[src/rtl/plasma_mem_arbiter.sv]
// Two-master round-robin arbiter for the Plasma external memory port.
// One access in flight at a time; the losing master is held with pause and
// completion is signalled with a one-cycle ack.
module plasma_mem_arbiter #(
   parameter int unsigned ADDR_W     = 32,
   parameter int unsigned DATA_W     = 32,
   parameter int unsigned RD_LATENCY = 2
) (
   input  logic                  clk,
   input  logic                  reset,
   input  logic                  m0_req,
   input  logic [ADDR_W-1:0]     m0_address,
   input  logic [DATA_W/8-1:0]   m0_byte_we,
   input  logic [DATA_W-1:0]     m0_data_write,
   output logic [DATA_W-1:0]     m0_data_read,
   output logic                  m0_ack,
   output logic                  m0_pause,
   input  logic                  m1_req,
   input  logic [ADDR_W-1:0]     m1_address,
   input  logic [DATA_W/8-1:0]   m1_byte_we,
   input  logic [DATA_W-1:0]     m1_data_write,
   output logic [DATA_W-1:0]     m1_data_read,
   output logic                  m1_ack,
   output logic                  m1_pause,
   output logic [ADDR_W-1:0]     mem_address,
   output logic [DATA_W/8-1:0]   mem_byte_we,
   output logic [DATA_W-1:0]     mem_data_write,
   output logic                  mem_valid,
   input  logic [DATA_W-1:0]     mem_data_read,
   input  logic                  mem_pause_in
);

   localparam int unsigned BE_W  = DATA_W / 8;
   localparam int unsigned CNT_W = 4;

   typedef enum logic [1:0] {IDLE, ISSUE, WAIT_RD, DONE} state_t;

   state_t              state_q, state_d;
   logic                grant_q, grant_d;
   logic                last_grant_q, last_grant_d;
   logic [CNT_W-1:0]    rd_cnt_q, rd_cnt_d;
   logic [ADDR_W-1:0]   mem_address_d;
   logic [BE_W-1:0]     mem_byte_we_d;
   logic [DATA_W-1:0]   mem_data_write_d;
   logic                mem_valid_d;
   logic [DATA_W-1:0]   m0_data_read_d, m1_data_read_d;
   logic                m0_ack_d, m1_ack_d;

   // Pause tracks the master's own request so a CPU stalls until its ack
   assign m0_pause = m0_req & ~m0_ack;
   assign m1_pause = m1_req & ~m1_ack;

   // Next-state and next-output decode
   always_comb begin
      state_d          = state_q;
      grant_d          = grant_q;
      last_grant_d     = last_grant_q;
      rd_cnt_d         = rd_cnt_q;
      mem_address_d    = mem_address;
      mem_byte_we_d    = '0;
      mem_data_write_d = mem_data_write;
      mem_valid_d      = 1'b0;
      m0_data_read_d   = m0_data_read;
      m1_data_read_d   = m1_data_read;
      m0_ack_d         = 1'b0;
      m1_ack_d         = 1'b0;

      case (state_q)
         IDLE: begin
            if (m0_req || m1_req) begin
               // On a tie the master that did not win last time goes first
               grant_d          = (m0_req && m1_req) ? ~last_grant_q : m1_req;
               mem_address_d    = grant_d ? m1_address    : m0_address;
               mem_byte_we_d    = grant_d ? m1_byte_we    : m0_byte_we;
               mem_data_write_d = grant_d ? m1_data_write : m0_data_write;
               mem_valid_d      = 1'b1;
               state_d          = ISSUE;
            end
         end
         ISSUE: begin
            mem_valid_d   = 1'b1;
            mem_byte_we_d = mem_byte_we;
            if (!mem_pause_in) begin
               mem_valid_d   = 1'b0;
               mem_byte_we_d = '0;
               if (mem_byte_we != '0) begin
                  state_d  = DONE;
                  m0_ack_d = ~grant_q;
                  m1_ack_d = grant_q;
               end else begin
                  state_d  = WAIT_RD;
                  rd_cnt_d = CNT_W'(RD_LATENCY - 1);
               end
            end
         end
         WAIT_RD: begin
            if (rd_cnt_q == '0) begin
               if (grant_q) m1_data_read_d = mem_data_read;
               else         m0_data_read_d = mem_data_read;
               m0_ack_d = ~grant_q;
               m1_ack_d = grant_q;
               state_d  = DONE;
            end else begin
               rd_cnt_d = rd_cnt_q - 1'b1;
            end
         end
         DONE: begin
            last_grant_d = grant_q;
            state_d      = IDLE;
         end
         default: state_d = IDLE;
      endcase
   end

   // State and registered outputs; synchronous active-low reset
   always_ff @(posedge clk) begin
      if (!reset) begin
         state_q        <= IDLE;
         grant_q        <= 1'b0;
         last_grant_q   <= 1'b1;
         rd_cnt_q       <= '0;
         mem_address    <= '0;
         mem_byte_we    <= '0;
         mem_data_write <= '0;
         mem_valid      <= 1'b0;
         m0_data_read   <= '0;
         m1_data_read   <= '0;
         m0_ack         <= 1'b0;
         m1_ack         <= 1'b0;
      end else begin
         state_q        <= state_d;
         grant_q        <= grant_d;
         last_grant_q   <= last_grant_d;
         rd_cnt_q       <= rd_cnt_d;
         mem_address    <= mem_address_d;
         mem_byte_we    <= mem_byte_we_d;
         mem_data_write <= mem_data_write_d;
         mem_valid      <= mem_valid_d;
         m0_data_read   <= m0_data_read_d;
         m1_data_read   <= m1_data_read_d;
         m0_ack         <= m0_ack_d;
         m1_ack         <= m1_ack_d;
      end
   end

endmodule

[config.mk]
export PLATFORM = sky130hd
export DESIGN_NAME = plasma_mem_arbiter
export DESIGN_NICKNAME = d
export VERILOG_FILES = /design/src/rtl/plasma_mem_arbiter.sv
export SDC_FILE = /design/constraint.sdc
export NUM_CORES = 1
export LEC_CHECK = 0
export BUFFER_PORTS_ARGS = -buffer_cell sky130_fd_sc_hd__buf_2
export CAP_MARGIN = 15
export CORE_ASPECT_RATIO = 0.6
export CORE_MARGIN = 2
export CORE_UTILIZATION = 35
export CTS_CLUSTER_DIAMETER = 80
export DETAILED_ROUTE_END_ITERATION = 7
export HOLD_SLACK_MARGIN = 0.12
export PLACE_DENSITY = 0.7
export REMOVE_ABC_BUFFERS = 1
export SETUP_SLACK_MARGIN = 0.2
export SYNTH_ARGS = -nofsm -noshare
export SYNTH_HDL_FRONTEND = slang
export SYNTH_SLANG_ARGS = --single-unit
[constraint.sdc]
create_clock -name clk -period 3.77 [get_ports clk]
set_clock_uncertainty 0.2 [all_clocks]
set_input_delay 0.377 -clock clk [delete_from_list [all_inputs] [get_ports clk]]
set_output_delay 0.377 -clock clk [all_outputs]
set_load 0.02 [all_outputs]
## Word-level counts from Yosys, hierarchy flattened

Cells that the tools add are included.

| cells by class | value |
|---|---|
| add/sub/neg operators | 1 |
| reductions and logical operators | 11 |
| mux-type cells | 27 |
| equal/unequal tests | 8 |
| bitwise operators | 6 |

Operators with widths:

| operator | number |
|---|---|
| $mux 32 | 2 |
| $mux 4 | 6 |
| $pmux 4 s2 | 2 |
| $mux 1 | 10 |
| $ne 2x2->1 const B | 5 |
| $reduce_and 3->1 | 3 |
| $pmux 2 s4 | 1 |
| $mux 2 | 3 |
| $pmux 1 s2 | 3 |
| $eq 2x2->1 const B | 2 |
| $logic_not 4->1 | 1 |
| $not 1->1 | 4 |
| $reduce_and 4->1 | 1 |
| $reduce_bool 4->1 | 1 |
| $sub 4x1->4 const B | 1 |
| $and 1x1->1 | 2 |
| $eq 2x1->1 const B | 1 |
| $logic_not 2->1 | 1 |
| $reduce_and 2->1 | 1 |
| $reduce_bool 2->1 | 1 |
| $logic_and 1x1->1 | 1 |
| $logic_or 1x1->1 | 1 |

| storage, ports and cells | value |
|---|---|
| output and inout port bits | 137 |
| input port bits | 173 |
| flip-flop bits (word level) | 143 |
| logic and storage cells | 65 |

## Logic depth before layout (Yosys ltp)

| depth | value |
|---|---|
| depth in word-level cells | 5 |
| mapped depth | 8 |
| mapped depth without buffers | 6 |

## Least setup slack after synthesis

OpenSTA, ideal clock, no wires.

| timing | value |
|---|---|
| path kind | register -> register |
| start point | register state_q[1] |
| end point | register state_q[0] |
| library setup time | 0.135 ns |
| arrival | 1.537 ns |
| path slack | 1.898 ns |
| clock period less this slack | 1.872 ns |
| cell stages (with the launch flop) | 8 |
| required time | 3.435 ns |
| path buffers | 1 |
| cells stage by stage | dfxtp_1 -> inv_1 -> ha_1 -> and2_0 -> buf_2 -> a221oi_4 -> and4b_1 -> a211oi_2 |

| on the way | value |
|---|---|
| longest elaborated chain between the ends | 3 |
| elaborated cells on any way between the ends | 9 |
| classes of those cells | eq/ne (6); mux (1); reduce/logical (2) |

Ends and longest elaborated chain:

| item | RTL line | source |
|---|---|---|
| start: declaration | 38 | `state_t state_q, state_d;` |
| start signal: assignment | 131 | `state_q <= state_d;` |
| $eq 2x2->1 (tied with other cells) | 68 | `case (state_q)` |
| $ne 2x2->1 (no source line) | n/a |  |
| $reduce_and 3->1 (no source line) | n/a |  |

Parallel ways exist; a longest one is shown, timed or not.
A chain may end at the register's enable or synchronous reset.

## Worst setup path after layout

| timing | value |
|---|---|
| start point | register last_grant_q |
| end point | register mem_data_write[22] |

| on the way | value |
|---|---|
| longest elaborated chain between the ends | 3 |

Ends and longest elaborated chain:

| item | RTL line | source |
|---|---|---|
| start: declaration | 40 | `logic last_grant_q, last_grant_d;` |
| start signal: assignment | 133 | `last_grant_q <= last_grant_d;` |
| $not 1->1 | 72 | `grant_d = (m0_req && m1_req) ? ~last_grant_q : m1_req;` |
| $mux 1 | 72 |  |
| $mux 32 | 75 | `mem_data_write_d = grant_d ? m1_data_write : m0_data_write;` |
| end signal: assignment | 137 | `mem_data_write <= mem_data_write_d;` |
| end: declaration | 27 | `output logic [DATA_W-1:0] mem_data_write,` |

Every way passes these cells.

==> impl_metrics.json <==
{
  "outcome": "finished clean",
  "antenna-diode-count": 0,
  "die_h_um": 104.6,
  "synth.distinct_cells": 41,
  "yosys_register_bits": 143,
  "cts.htree.levels": 4,
  "finalSetupViolCount": 0,
  "timing.max_cap.violations": 0,
  "max_freq_ghz": 0.3824,
  "cts_post_setup_buffers_inserted": 0,
  "timing.reg2reg.setup_slack_ns": 1.16,
  "tritoncts": "done",
  "clk_transition_reported_paths_ns": 0.07,
  "mostFrequentLayoutCell": "buf_2",
  "vias": 5947,
  "final_antenna_net_count": 0,
  "global_route_wire_length_before_repair_um": 29430,
  "synth_largest_type_area_fraction": 0.4851,
  "timing_max_transition_violations_final": 0,
  "worst_path_largest_cell_delay_ns": 0.67,
  "leading_cell_types_by_total_area_after_synthesis": "dfxtp_1, mux2i_1, nand2_1",
  "critical_path.slowest_cell": "a21boi_4",
  "post-route-drc-count": 0,
  "synth_edf_count": 0,
  "post-layout-total-power_uw": 6029,
  "layout.area.seq_sq_um": 2863,
  "synthesis.area_per_instance_sq_um": 8.997,
  "cp-end-kind": "flop",
  "clkLatencyLatePin_ns": 0.40,
  "arrival_ns": 2.72,
  "half_perimeter_wire_length_of_the_detailed_placement_result_um": 12510,
  "drtIter0Drc": 296,
  "fin_crit_ns": 2.615,
  "tritoncts.num_buffers": 17,
  "areaGrowthSynthToFinish_pct": 54.23,
  "whs_endpoint": "mem_data_write[3]",
  "min_path_cells": 3,
  "ios": 310,
  "critPathKind": "flop to flop",
  "critPathTopFamily": "compound AO/OA/AOI/OAI gates",
  "layout_worst_path_cycle_share": 0.6936,
  "fp.dieArea_sq_um": 17950,
  "die_extent_in_x_um": 171.6,
  "synth.yosys.warnings": 0,
  "cts.repair.resized": 0,
  "first_pass_detailed_route_iteration_total": 4,
  "antenna_found_initial": 0,
  "gr-usage-all-layers": 0.2053,
  "wl_per_cell_um": 14.57,
  "crit_fanout": 18,
  "total_leakage_power_uw": 0.004125,
  "detail_route.vias_per_cell": 4.672,
  "yosys_most_used_dff": "dfxtp_1",
  "routability_congestion_estimate": 0.7906,
  "regToRegStartpoint": "last_grant_q",
  "worst_r2r_end": "mem_data_write[22]",
  "cts.sink_count": 143,
  "p_per_area_nw_per_um2": 662.4,
  "cells_along_the_critical_path": "a21boi_4 > buf_4 > mux2i_1 > dlygate4sd3_1 > a211oi_1",
  "critPathRequiredTime_ns": 3.87,
  "worstHoldStart": "m0_data_write[3]",
  "floorplan.core_area_sq_um": 16350,
  "fin_hold_ws_ns": 0.1231,
  "final_cell_mix": "buf_2, dfxtp_1, nand2_1",
  "placementRows": 36,
  "dpl-instance-area_sq_um": 7551,
  "wirelength_um": 18550,
  "ff2ff_path_depth": 5,
  "initial_core_util": 0.3610,
  "worst_slew_pin_slew_ns": 1.133,
  "multi_input_comb_area_sq_um": 2734,
  "fill_cells": 1506,
  "maximum_number_of_pins_on_one_net_before_global_route_repair": 87,
  "mappedNetlistArea_sq_um": 5902,
  "setup_repair_after_global_routing_missed_its_margin": "no",
  "setup.worst_path.start_class": "flop",
  "globalRouteOverflowTotal": 0,
  "synthesis.instances": 656,
  "worstPathBufferInverterCount": 2,
  "synth.largest_area_cell": "dfxtp_1",
  "input_output_buffers": 309,
  "layout-drive-gt1-share": 0.3474,
  "fin_nets": 1211,
  "cell_at_the_root_of_the_clock_tree": "clkbuf_16",
  "timing_hold_violations_final": 0,
  "async_reset_ff_frac": 0,
  "grt_pass1_vias": 5721,
  "maxSlewHeadroom": 0.2426,
  "cts_max_path_buffers": 2,
  "vdd_ir_max_mv": 0.2817,
  "layout.cell_area.non_filler_sq_um": 9102,
  "portion_of_the_post_synthesis_area_used_by_sequential_elements": 0.4851,
  "min_path_type": "input pin to flop"
}
[tightest hold or removal path, cell delays in order]
cell and delay [ns]:
buf_2 0.10, mux2i_1 0.12, a211oi_1 0.08
[layer usage]
metal / vias up / track usage / wire [um]
met4: 0 / 0.04419 / 179
met2: 196 / 0.3388 / 8682
met3: 16 / 0.04962 / 1128
li1: 3024 / - / -
met1: 2711 / 0.2718 / 8558
met5: - / 0 / 0
[cell families after synthesis]
family	count (synthesis)	synth area share
multiplexers	70	0.1187
flip-flops	143	0.4851
AND/OR/NAND/NOR	230	0.1590
adder cells (fa/ha/maj)	6	0.01272
buffers and inverters	58	0.05427
AO/OA/AOI/OAI	149	0.1702
[Yosys cell counts, types with 2 or more instances]
| cell type | count |
|---|---|
| inv_1 | 5 |
| dfxtp_1 | 143 |
| ha_1 | 6 |
| a211oi_2 | 2 |
| a21oi_1 | 65 |
| and2_1 | 2 |
| nor2_1 | 79 |
| nand2b_1 | 2 |
| clkbuf_1 | 28 |
| buf_4 | 8 |
| a31oi_1 | 2 |
| nor2b_1 | 4 |
| a211oi_1 | 64 |
| mux2i_1 | 70 |
| buf_2 | 7 |
| buf_6 | 7 |
| o211ai_1 | 3 |
| nand2_1 | 132 |
| a2bb2oi_1 | 5 |
[state kept, by name (all words and copies together) (netlist names)]
| register | cells |
|---|---|
| m0_ack | 1 |
| m0_data_read | 32 |
| state_q | 2 |
| rd_cnt_q | 4 |
| m1_ack | 1 |
| mem_valid | 1 |
| last_grant_q | 1 |
| m1_data_read | 32 |
| grant_q | 1 |
| mem_address | 32 |
| mem_data_write | 32 |
| mem_byte_we | 4 |
[worst max-delay path by stage]
stage | startpoint | slack (ns) | depth (start not counted) | end
detailed placement | state_q[0] | 1.23 | 6 | m0_data_read[13]
global placement | state_q[0] | 1.31 | 6 | m0_data_read[14]
CTS | last_grant_q | 1.21 | 5 | mem_address[16]
global route | last_grant_q | 1.01 | 5 | mem_address[11]
floorplan | last_grant_q | -0.25 | 4 | mem_byte_we[2]
finish | last_grant_q | 1.16 | 5 | mem_data_write[22]
[report_power, final]
group          total (uW)  switching [uW]  internal [uW]
sequential           2040             182           1860
combinational        2250            1400            849
clock                1740             731           1010
[per-stage QoR]
| stage | setup WS [ns] | std cells | setup TNS, ns | utilization |
|---|---|---|---|---|
| after floorplan | -0.2539 | 604 | -13.21 | - |
| after global placement | 1.309 | 1149 | 0 | 0.4618 |
| after detailed placement | 1.227 | 1149 | 0 | 0.4618 |
| after CTS | 1.208 | 1272 | 0 | 0.5550 |
| after global routing | 1.011 | 1273 | 0 | 0.5567 |
| final | 1.155 | 1273 | 0 | 0.5567 |
[final cells by class]
class | instances | area share
Clock inverter | 15 | 0.02062
Multi-Input combinational cell | 455 | 0.3003
Inverter | 6 | 0.002749
Sequential cell | 143 | 0.3145
Tap cell | 228 | 0.03134
Clock buffer | 17 | 0.04674
Timing Repair Buffer | 409 | 0.2837
[repair_timing]
action / 4_1_cts / 5_1_grt
endpoints found under the hold margin: 100 / 0
hold buffers: 91 / 0
setup endpoints to repair: 0 / 0
Note: power is estimated with default switching activity, not from simulation.
